### src/rtl/sar_pkg.sv
// Shared definitions for the SAR result reader slice.
// Holds default geometry/timing values and the serializer state type.
package sar_pkg;

  localparam int SAR_DATA_W      = 10;  // sar word and serial frame width
  localparam int SAR_FIFO_DEPTH  = 4;   // result FIFO entries (power of 2)
  localparam int SAR_CONV_PERIOD = 40;  // clk cycles between cnvst rises
  localparam int SAR_CNVST_HIGH  = 2;   // cnvst high time in clk cycles
  localparam int SAR_GAP_CYC     = 2;   // cs_n-high cycles between frames

  typedef enum logic [1:0] {
    IDLE  = 2'd0,
    SHIFT = 2'd1,
    GAP   = 2'd2
  } ser_state_t;

endpackage

### src/rtl/sar_result_fifo.sv
// Small synchronous FIFO buffering captured SAR words.
// Ports:
//   clk, rst_n     clock, asynchronous active-low reset (empties the FIFO)
//   push, din      write request and data; ignored when full
//   pop, dout      read request; dout shows the head word combinationally
//   count          words held
//   full, empty    status flags
// The head word is read combinationally so the serializer can load it on
// the same edge it pops, keeping the eoc-to-frame latency at two cycles.
module sar_result_fifo
  import sar_pkg::*;
#(
  parameter int DATA_W = SAR_DATA_W,
  parameter int DEPTH  = SAR_FIFO_DEPTH
) (
  input  logic                     clk,
  input  logic                     rst_n,
  input  logic                     push,
  input  logic [DATA_W-1:0]        din,
  input  logic                     pop,
  output logic [DATA_W-1:0]        dout,
  output logic [$clog2(DEPTH):0]   count,
  output logic                     full,
  output logic                     empty
);

  localparam int PTR_W = $clog2(DEPTH);
  localparam int CNT_W = PTR_W + 1;

  logic [DATA_W-1:0] mem [DEPTH];
  logic [PTR_W-1:0]  wr_ptr_reg;
  logic [PTR_W-1:0]  rd_ptr_reg;
  logic [CNT_W-1:0]  count_reg;
  logic              do_push;
  logic              do_pop;

  assign full    = (count_reg == CNT_W'(DEPTH));
  assign empty   = (count_reg == '0);
  assign do_push = push & ~full;
  assign do_pop  = pop & ~empty;
  assign dout    = mem[rd_ptr_reg];
  assign count   = count_reg;

  // Storage needs no reset: resetting the pointers and count empties it.
  always_ff @(posedge clk) begin
    if (do_push) begin
      mem[wr_ptr_reg] <= din;
    end
  end

  // Pointers wrap naturally because DEPTH is a power of 2.
  always_ff @(posedge clk or negedge rst_n) begin
    if (!rst_n) begin
      wr_ptr_reg <= '0;
      rd_ptr_reg <= '0;
      count_reg  <= '0;
    end else begin
      if (do_push) wr_ptr_reg <= wr_ptr_reg + PTR_W'(1);
      if (do_pop)  rd_ptr_reg <= rd_ptr_reg + PTR_W'(1);
      case ({do_push, do_pop})
        2'b10:   count_reg <= count_reg + CNT_W'(1);
        2'b01:   count_reg <= count_reg - CNT_W'(1);
        default: count_reg <= count_reg;
      endcase
    end
  end

endmodule

### src/rtl/sar_result_reader.sv
// Reader side of the SAR conversion interface.
// Generates periodic cnvst pulses, captures the sar word on each eoc rise,
// buffers words in a FIFO and streams them MSB-first over cs_n/sclk/sdo.
// Ports:
//   clk, rst_n   clock, asynchronous active-low reset
//   enable       runs the cnvst generator
//   sar, eoc     conversion result and end-of-conversion (same clock domain)
//   clr_ovf      clears the sticky overflow flag
//   cnvst        conversion start pulse
//   cs_n, sclk, sdo  serial frame select (active low), clock (idle low), data
//   overflow     sticky: a word was dropped because the FIFO was full
//   fifo_count   words currently held in the FIFO
module sar_result_reader
  import sar_pkg::*;
#(
  parameter int DATA_W      = SAR_DATA_W,
  parameter int FIFO_DEPTH  = SAR_FIFO_DEPTH,
  parameter int CONV_PERIOD = SAR_CONV_PERIOD,
  parameter int CNVST_HIGH  = SAR_CNVST_HIGH,
  parameter int GAP_CYC     = SAR_GAP_CYC
) (
  input  logic                          clk,
  input  logic                          rst_n,
  input  logic                          enable,
  input  logic [DATA_W-1:0]             sar,
  input  logic                          eoc,
  input  logic                          clr_ovf,
  output logic                          cnvst,
  output logic                          cs_n,
  output logic                          sclk,
  output logic                          sdo,
  output logic                          overflow,
  output logic [$clog2(FIFO_DEPTH):0]   fifo_count
);

  localparam int CNT_W  = $clog2(CONV_PERIOD);
  localparam logic [CNT_W-1:0] CNT_LAST = CNT_W'(CONV_PERIOD - 1);
  localparam logic [CNT_W-1:0] CNT_HIGH = CNT_W'(CNVST_HIGH);
  // hcnt counts sclk half-periods in SHIFT and idle cycles in GAP.
  localparam int HC_MAX = (2 * DATA_W > GAP_CYC) ? 2 * DATA_W : GAP_CYC;
  localparam int HC_W   = $clog2(HC_MAX + 1);
  localparam logic [HC_W-1:0] HC_END   = HC_W'(2 * DATA_W);
  localparam logic [HC_W-1:0] GAP_LAST = HC_W'(GAP_CYC - 1);

  // ---------------- cnvst generator ----------------
  logic [CNT_W-1:0] cnt_reg;
  logic             cnvst_reg;

  always_ff @(posedge clk or negedge rst_n) begin
    if (!rst_n) begin
      cnt_reg   <= '0;
      cnvst_reg <= 1'b0;
    end else if (enable) begin
      cnvst_reg <= (cnt_reg < CNT_HIGH);
      cnt_reg   <= (cnt_reg == CNT_LAST) ? '0 : cnt_reg + CNT_W'(1);
    end else begin
      // Parking at zero makes a re-enable start with cnvst high.
      cnt_reg   <= '0;
      cnvst_reg <= 1'b0;
    end
  end

  assign cnvst = cnvst_reg;

  // ---------------- eoc capture and overflow ----------------
  logic eoc_d_reg;
  logic overflow_reg;
  logic capture;
  logic push;
  logic drop;
  logic pop;
  logic fifo_full;
  logic fifo_empty;
  logic [DATA_W-1:0] fifo_dout;

  // Full is judged on the pre-pop count, so a pop on the same edge
  // does not make room for the incoming word.
  assign capture = eoc & ~eoc_d_reg;
  assign push    = capture & ~fifo_full;
  assign drop    = capture & fifo_full;

  always_ff @(posedge clk or negedge rst_n) begin
    if (!rst_n) begin
      eoc_d_reg    <= 1'b0;
      overflow_reg <= 1'b0;
    end else begin
      eoc_d_reg <= eoc;
      if (drop)         overflow_reg <= 1'b1;  // a drop beats a clear
      else if (clr_ovf) overflow_reg <= 1'b0;
    end
  end

  assign overflow = overflow_reg;

  sar_result_fifo #(
    .DATA_W (DATA_W),
    .DEPTH  (FIFO_DEPTH)
  ) u_fifo (
    .clk   (clk),
    .rst_n (rst_n),
    .push  (push),
    .din   (sar),
    .pop   (pop),
    .dout  (fifo_dout),
    .count (fifo_count),
    .full  (fifo_full),
    .empty (fifo_empty)
  );

  // ---------------- serializer FSM ----------------
  ser_state_t        state_reg,  state_next;
  logic [DATA_W-1:0] shreg_reg,  shreg_next;
  logic [HC_W-1:0]   hcnt_reg,   hcnt_next;
  logic              cs_n_reg,   cs_n_next;
  logic              sclk_reg,   sclk_next;
  logic              sdo_reg,    sdo_next;

  always_ff @(posedge clk or negedge rst_n) begin
    if (!rst_n) begin
      state_reg <= IDLE;
      shreg_reg <= '0;
      hcnt_reg  <= '0;
      cs_n_reg  <= 1'b1;
      sclk_reg  <= 1'b0;
      sdo_reg   <= 1'b0;
    end else begin
      state_reg <= state_next;
      shreg_reg <= shreg_next;
      hcnt_reg  <= hcnt_next;
      cs_n_reg  <= cs_n_next;
      sclk_reg  <= sclk_next;
      sdo_reg   <= sdo_next;
    end
  end

  always_comb begin
    state_next = state_reg;
    shreg_next = shreg_reg;
    hcnt_next  = hcnt_reg;
    cs_n_next  = cs_n_reg;
    sclk_next  = sclk_reg;
    sdo_next   = sdo_reg;
    pop        = 1'b0;
    case (state_reg)
      IDLE: begin
        if (!fifo_empty) begin
          pop        = 1'b1;
          shreg_next = fifo_dout;
          cs_n_next  = 1'b0;
          sdo_next   = fifo_dout[DATA_W-1];
          sclk_next  = 1'b0;
          hcnt_next  = '0;
          state_next = SHIFT;
        end
      end
      SHIFT: begin
        // One extra cycle after the last falling sclk keeps cs_n low
        // for 2*DATA_W+1 cycles in total.
        if (hcnt_reg == HC_END) begin
          cs_n_next  = 1'b1;
          sdo_next   = 1'b0;
          sclk_next  = 1'b0;
          hcnt_next  = '0;
          state_next = GAP;
        end else begin
          sclk_next = ~sclk_reg;
          hcnt_next = hcnt_reg + HC_W'(1);
          // Data changes on the falling sclk so it is stable at the rise.
          if (sclk_reg) begin
            shreg_next = {shreg_reg[DATA_W-2:0], 1'b0};
            sdo_next   = shreg_reg[DATA_W-2];
          end
        end
      end
      GAP: begin
        if (hcnt_reg == GAP_LAST) begin
          hcnt_next  = '0;
          state_next = IDLE;
        end else begin
          hcnt_next = hcnt_reg + HC_W'(1);
        end
      end
      default: state_next = IDLE;
    endcase
  end

  assign cs_n = cs_n_reg;
  assign sclk = sclk_reg;
  assign sdo  = sdo_reg;

endmodule

### config.mk
export PLATFORM = sky130hd
export DESIGN_NAME = sar_result_reader
export DESIGN_NICKNAME = d
export VERILOG_FILES = /design/src/rtl/sar_pkg.sv /design/src/rtl/sar_result_fifo.sv /design/src/rtl/sar_result_reader.sv
export SDC_FILE = /design/constraint.sdc
export NUM_CORES = 1
export LEC_CHECK = 0
export CAP_MARGIN = 40
export CORE_MARGIN = 2
export CORE_UTILIZATION = 52
export CTS_CLUSTER_SIZE = 28
export DETAILED_ROUTE_END_ITERATION = 12
export PLACE_DENSITY = 0.83
export SYNTH_ARGS = -nofsm -noshare
export SYNTH_HDL_FRONTEND = slang
export SYNTH_SLANG_ARGS = --single-unit
### constraint.sdc
create_clock -name clk -period 2 [get_ports clk]
set_clock_uncertainty 0.1 [all_clocks]
set_input_delay 0.4 -clock clk [delete_from_list [all_inputs] [get_ports clk]]
set_output_delay 0.4 -clock clk [all_outputs]
set_load 0.02 [all_outputs]
==> results.json <==
{
  "met1_usage_pct": 25.8,
  "cpPeakStageDelay_ns": 0.66,
  "crit_start": "u_fifo.count[1]",
  "share_seq_of_total_power_pct": 37.2,
  "groute.layer.met3.usage_pct": 2.87,
  "power.net_switching_mw": 2.04,
  "fin_worst_hold_slack_ns": 0.366,
  "drt-wirelength-per-cell_um": 17.1,
  "hold_path.class": "in2async",
  "flip_flop_and_latch_count_after_synthesis": 75,
  "grt_most_used_layer": "met2",
  "path_depth": 1,
  "rrSetupSlack_ns": 0.05,
  "p_per_area_nw_per_um2": 1460,
  "die_area_um2": 6970,
  "cts.htree.levels": 3,
  "numClockSinks": 75,
  "yosys-top-cells-count": "40 x edfxtp_1, 34 x dfrtp_1, 21 x o21ai_0",
  "max_freq_mhz": 506,
  "critPathArrivalTime_ns": 1.48,
  "cts.path.max_buffers": 2,
  "synth-warning-count": 0,
  "worst_r2r_end": "hcnt_reg[2]",
  "cts_tree": "built",
  "initial_utilization_pct": 54.5,
  "antenna_diode_count": 0,
  "final-max-slew-violation-count": 0,
  "first_global_vias": 2170,
  "p_leak_nw": 1.64,
  "crit_slowest_cell": "clkdlybuf4s50_1",
  "grt_start_max_net_pins": 36,
  "totalWireLength_mm": 6.37,
  "dp.final_hpwl_mm": 4.19,
  "route.detailed.drc": 0,
  "yosysUniqueCellTypes": 37,
  "worst_slew_pin_slew_ns": 0.445,
  "timing.critical_path.max_delay_family": "buffers and inverters",
  "synth-seq-area-share_pct": 63.3,
  "power.ir.vdd_worst_v": 0.000787,
  "yosys_top_cell_area_share_pct": 36.6,
  "crit-reg2reg-launch": "state_reg[1]",
  "setup.worst_path.class": "reg2out",
  "timing.max_slew.rel_slack_pct": 70.2,
  "post-synth-top-count-cell": "edfxtp_1",
  "final_net_count": 322,
  "placeableCoreArea_um2": 6030,
  "grt_use_met2_pct": 32.8,
  "timing.reg2reg.worst_path_depth": 8,
  "cts_buffers": 9,
  "finalHoldViolations": 0,
  "period_needed_ns": 1.98,
  "setup-tns-final_ns": 0,
  "finish.instance_area_um2": 4120,
  "worst_setup_path_start_kind": "flip-flop",
  "combinationalPowerShare_pct": 42.5,
  "outcome": "completed",
  "clock_tree.root_cell": "clkbuf_8",
  "ys_async_sr_fraction_pct": 46.7,
  "synth.cell_area_um2": 3290,
  "total_setup_violations_reported_at_the_end_of_the_flow": 0,
  "drtAntennaViolNets": 0,
  "worst_setup_path_end_kind": "output port",
  "final.period_utilization_pct": 98.9,
  "clkLatencyLatePin_ns": 0.34,
  "syn_to_final_growth_pct": 25.5,
  "worst_endpoint_required_time_ns": 1.50,
  "power.switching_fraction_pct": 34.0,
  "track_usage_pct": 19.5,
  "hold_buffers": 0,
  "finalWeightedCongestion": 0.835,
  "postSynth.topFlopCell": "edfxtp_1",
  "fp.dieH_um": 83.5,
  "detail_route.vias_per_cell": 5.57,
  "dpl-instance-area_um2": 3810,
  "finish.utilization_pct": 68.4,
  "nFillCells": 410,
  "largest_reg_flops": 40,
  "postSynthNetCount": 261,
  "rsz0062_at_grt": "yes",
  "synth_edf_count": 40,
  "cell_type_with_the_largest_total_area_after_synthesis": "edfxtp_1",
  "antenna_violations_before_repair": 0,
  "worst_setup_path_endpoint": "fifo_count[1]",
  "share_clk_of_total_power_pct": 20.4,
  "std_cell_rows": 28,
  "die_w_um": 83.5,
  "placement.io_buffers": 22,
  "worst-path-max-fanout": 6,
  "final_layout_size_suffix_gt1_share_pct": 26.3,
  "worstPathBufferInverterCount": 1,
  "crit_path_cell_trace": "clkdlybuf4s50_1",
  "via_count": 2072,
  "detailedRoute.firstIterationViolations": 109,
  "grt-ovfl-total": 0,
  "netlist_instances": 231,
  "place_worst_setup_slack_ns": -0.269,
  "postSynthAreaPerCell_um2": 14.2,
  "top_level_ports": 23,
  "first_pass_grt_wire_length_mm": 10.6,
  "path_clk_slew_ns": 0.08,
  "intPower_mw": 3.96,
  "drv.max_cap_violation_count": 0,
  "fin_ws_ns": 0.0228,
  "netlist_top_cells_area": "edfxtp_1 37%, dfrtp_1 26%, mux4_2 6.9%",
  "detail_route.first_pass.iterations": 4
}
## worst min-delay path by stage
| stage | start | end | cells after the start |
|---|---|---|---|
| global route | rst_n | hcnt_reg[3] | 2 |
| floorplan | rst_n | cnt_reg[0] | 0 |
| CTS | rst_n | shreg_reg[6] | 2 |
| global placement | cnt_reg[0] | cnt_reg[0] | 1 |
| finish | rst_n | shreg_reg[6] | 2 |
| detailed placement | cnt_reg[0] | cnt_reg[0] | 1 |
## repair_timing
| action | 4_1_cts | 5_1_grt |
|---|---|---|
| hold endpoints to repair | 0 | 0 |
| endpoints found under the setup margin | 4 | 15 |
| setup buffers | 3 | 3 |
| pin swaps | 2 | 5 |
| resized for setup | 7 | 12 |
## power by group through the flow
stage | sequential, mW | clock [mW] | combinational (mW)
6_report | 2.23 | 1.22 | 2.55
5_1_grt | 2.27 | 1.32 | 2.77
4_1_cts | 2.20 | 1.24 | 2.37
3_5_place_dp | 2.23 | 0 | 2.25
3_3_place_gp | 2.19 | 0 | 2.15
2_1_floorplan | 2.24 | 0 | 1.41
## layout make-up
cell class / count / area, µm² / area share [%]
inverters: 14 / 52.6 / 1.27
clock buffers: 10 / 128 / 3.10
clock inverters: 6 / 80.1 / 1.94
well taps: 75 / 93.8 / 2.28
repair buffers: 55 / 493 / 12.0
flip-flops and latches: 75 / 2080 / 50.5
multi-input cells: 137 / 1190 / 29.0
## layer usage
layer  share of wire, %  vias up
met2                 52       37
met3                3.8        6
met4                1.1        0
li1                   -      963
met1                 43     1066
met5                  0        -
## stage by stage
step           power, mW  instances
3_5_place_dp        4.48        350
3_3_place_gp        4.34        350
5_1_grt             6.36        372
4_1_cts             5.81        369
2_1_floorplan       3.65        231
6_report            6.01        372
## kinds of logic (layout without fill, tap and decap cells)
family                   count (synthesis)  in the layout  synth area share [%]
AND/OR/NAND/NOR                         52             52                  8.91
flip-flops                              75             75                  63.3
adder cells (fa/ha/maj)                 15             15                  5.94
AO/OA/AOI/OAI                           42             42                  7.46
multiplexers                            18             18                  9.29
buffers and inverters                   19             85                  2.48
XOR/XNOR                                10             10                  2.67
## cell usage in the layout, fill, tap and decap left out, types with 2 or more instances in the layout
master | Yosys | final
edfxtp_1 | 40 | 40
bufinv_16 | 0 | 2
buf_12 | 0 | 2
clkinv_1 | 0 | 2
a21oi_1 | 6 | 5
nand3_1 | 6 | 6
dfrtp_2 | 0 | 3
mux2i_1 | 8 | 8
clkbuf_8 | 0 | 9
inv_2 | 0 | 4
mux4_2 | 10 | 10
inv_1 | 14 | 10
o22ai_1 | 2 | 2
nand2b_1 | 3 | 3
dlygate4sd2_1 | 0 | 2
a31oi_1 | 3 | 3
nor2_1 | 12 | 11
ha_1 | 14 | 11
xnor2_1 | 6 | 6
dfrtp_1 | 34 | 31
a21boi_1 | 2 | 2
clkdlybuf4s50_1 | 0 | 19
o21ai_0 | 21 | 19
ha_4 | 0 | 2
o21ai_1 | 3 | 5
buf_4 | 2 | 31
xor2_1 | 4 | 4
and2_1 | 8 | 8
nand2_1 | 12 | 12
nor3_1 | 3 | 3
No activity file was read; power rests on OpenSTA's default activity.
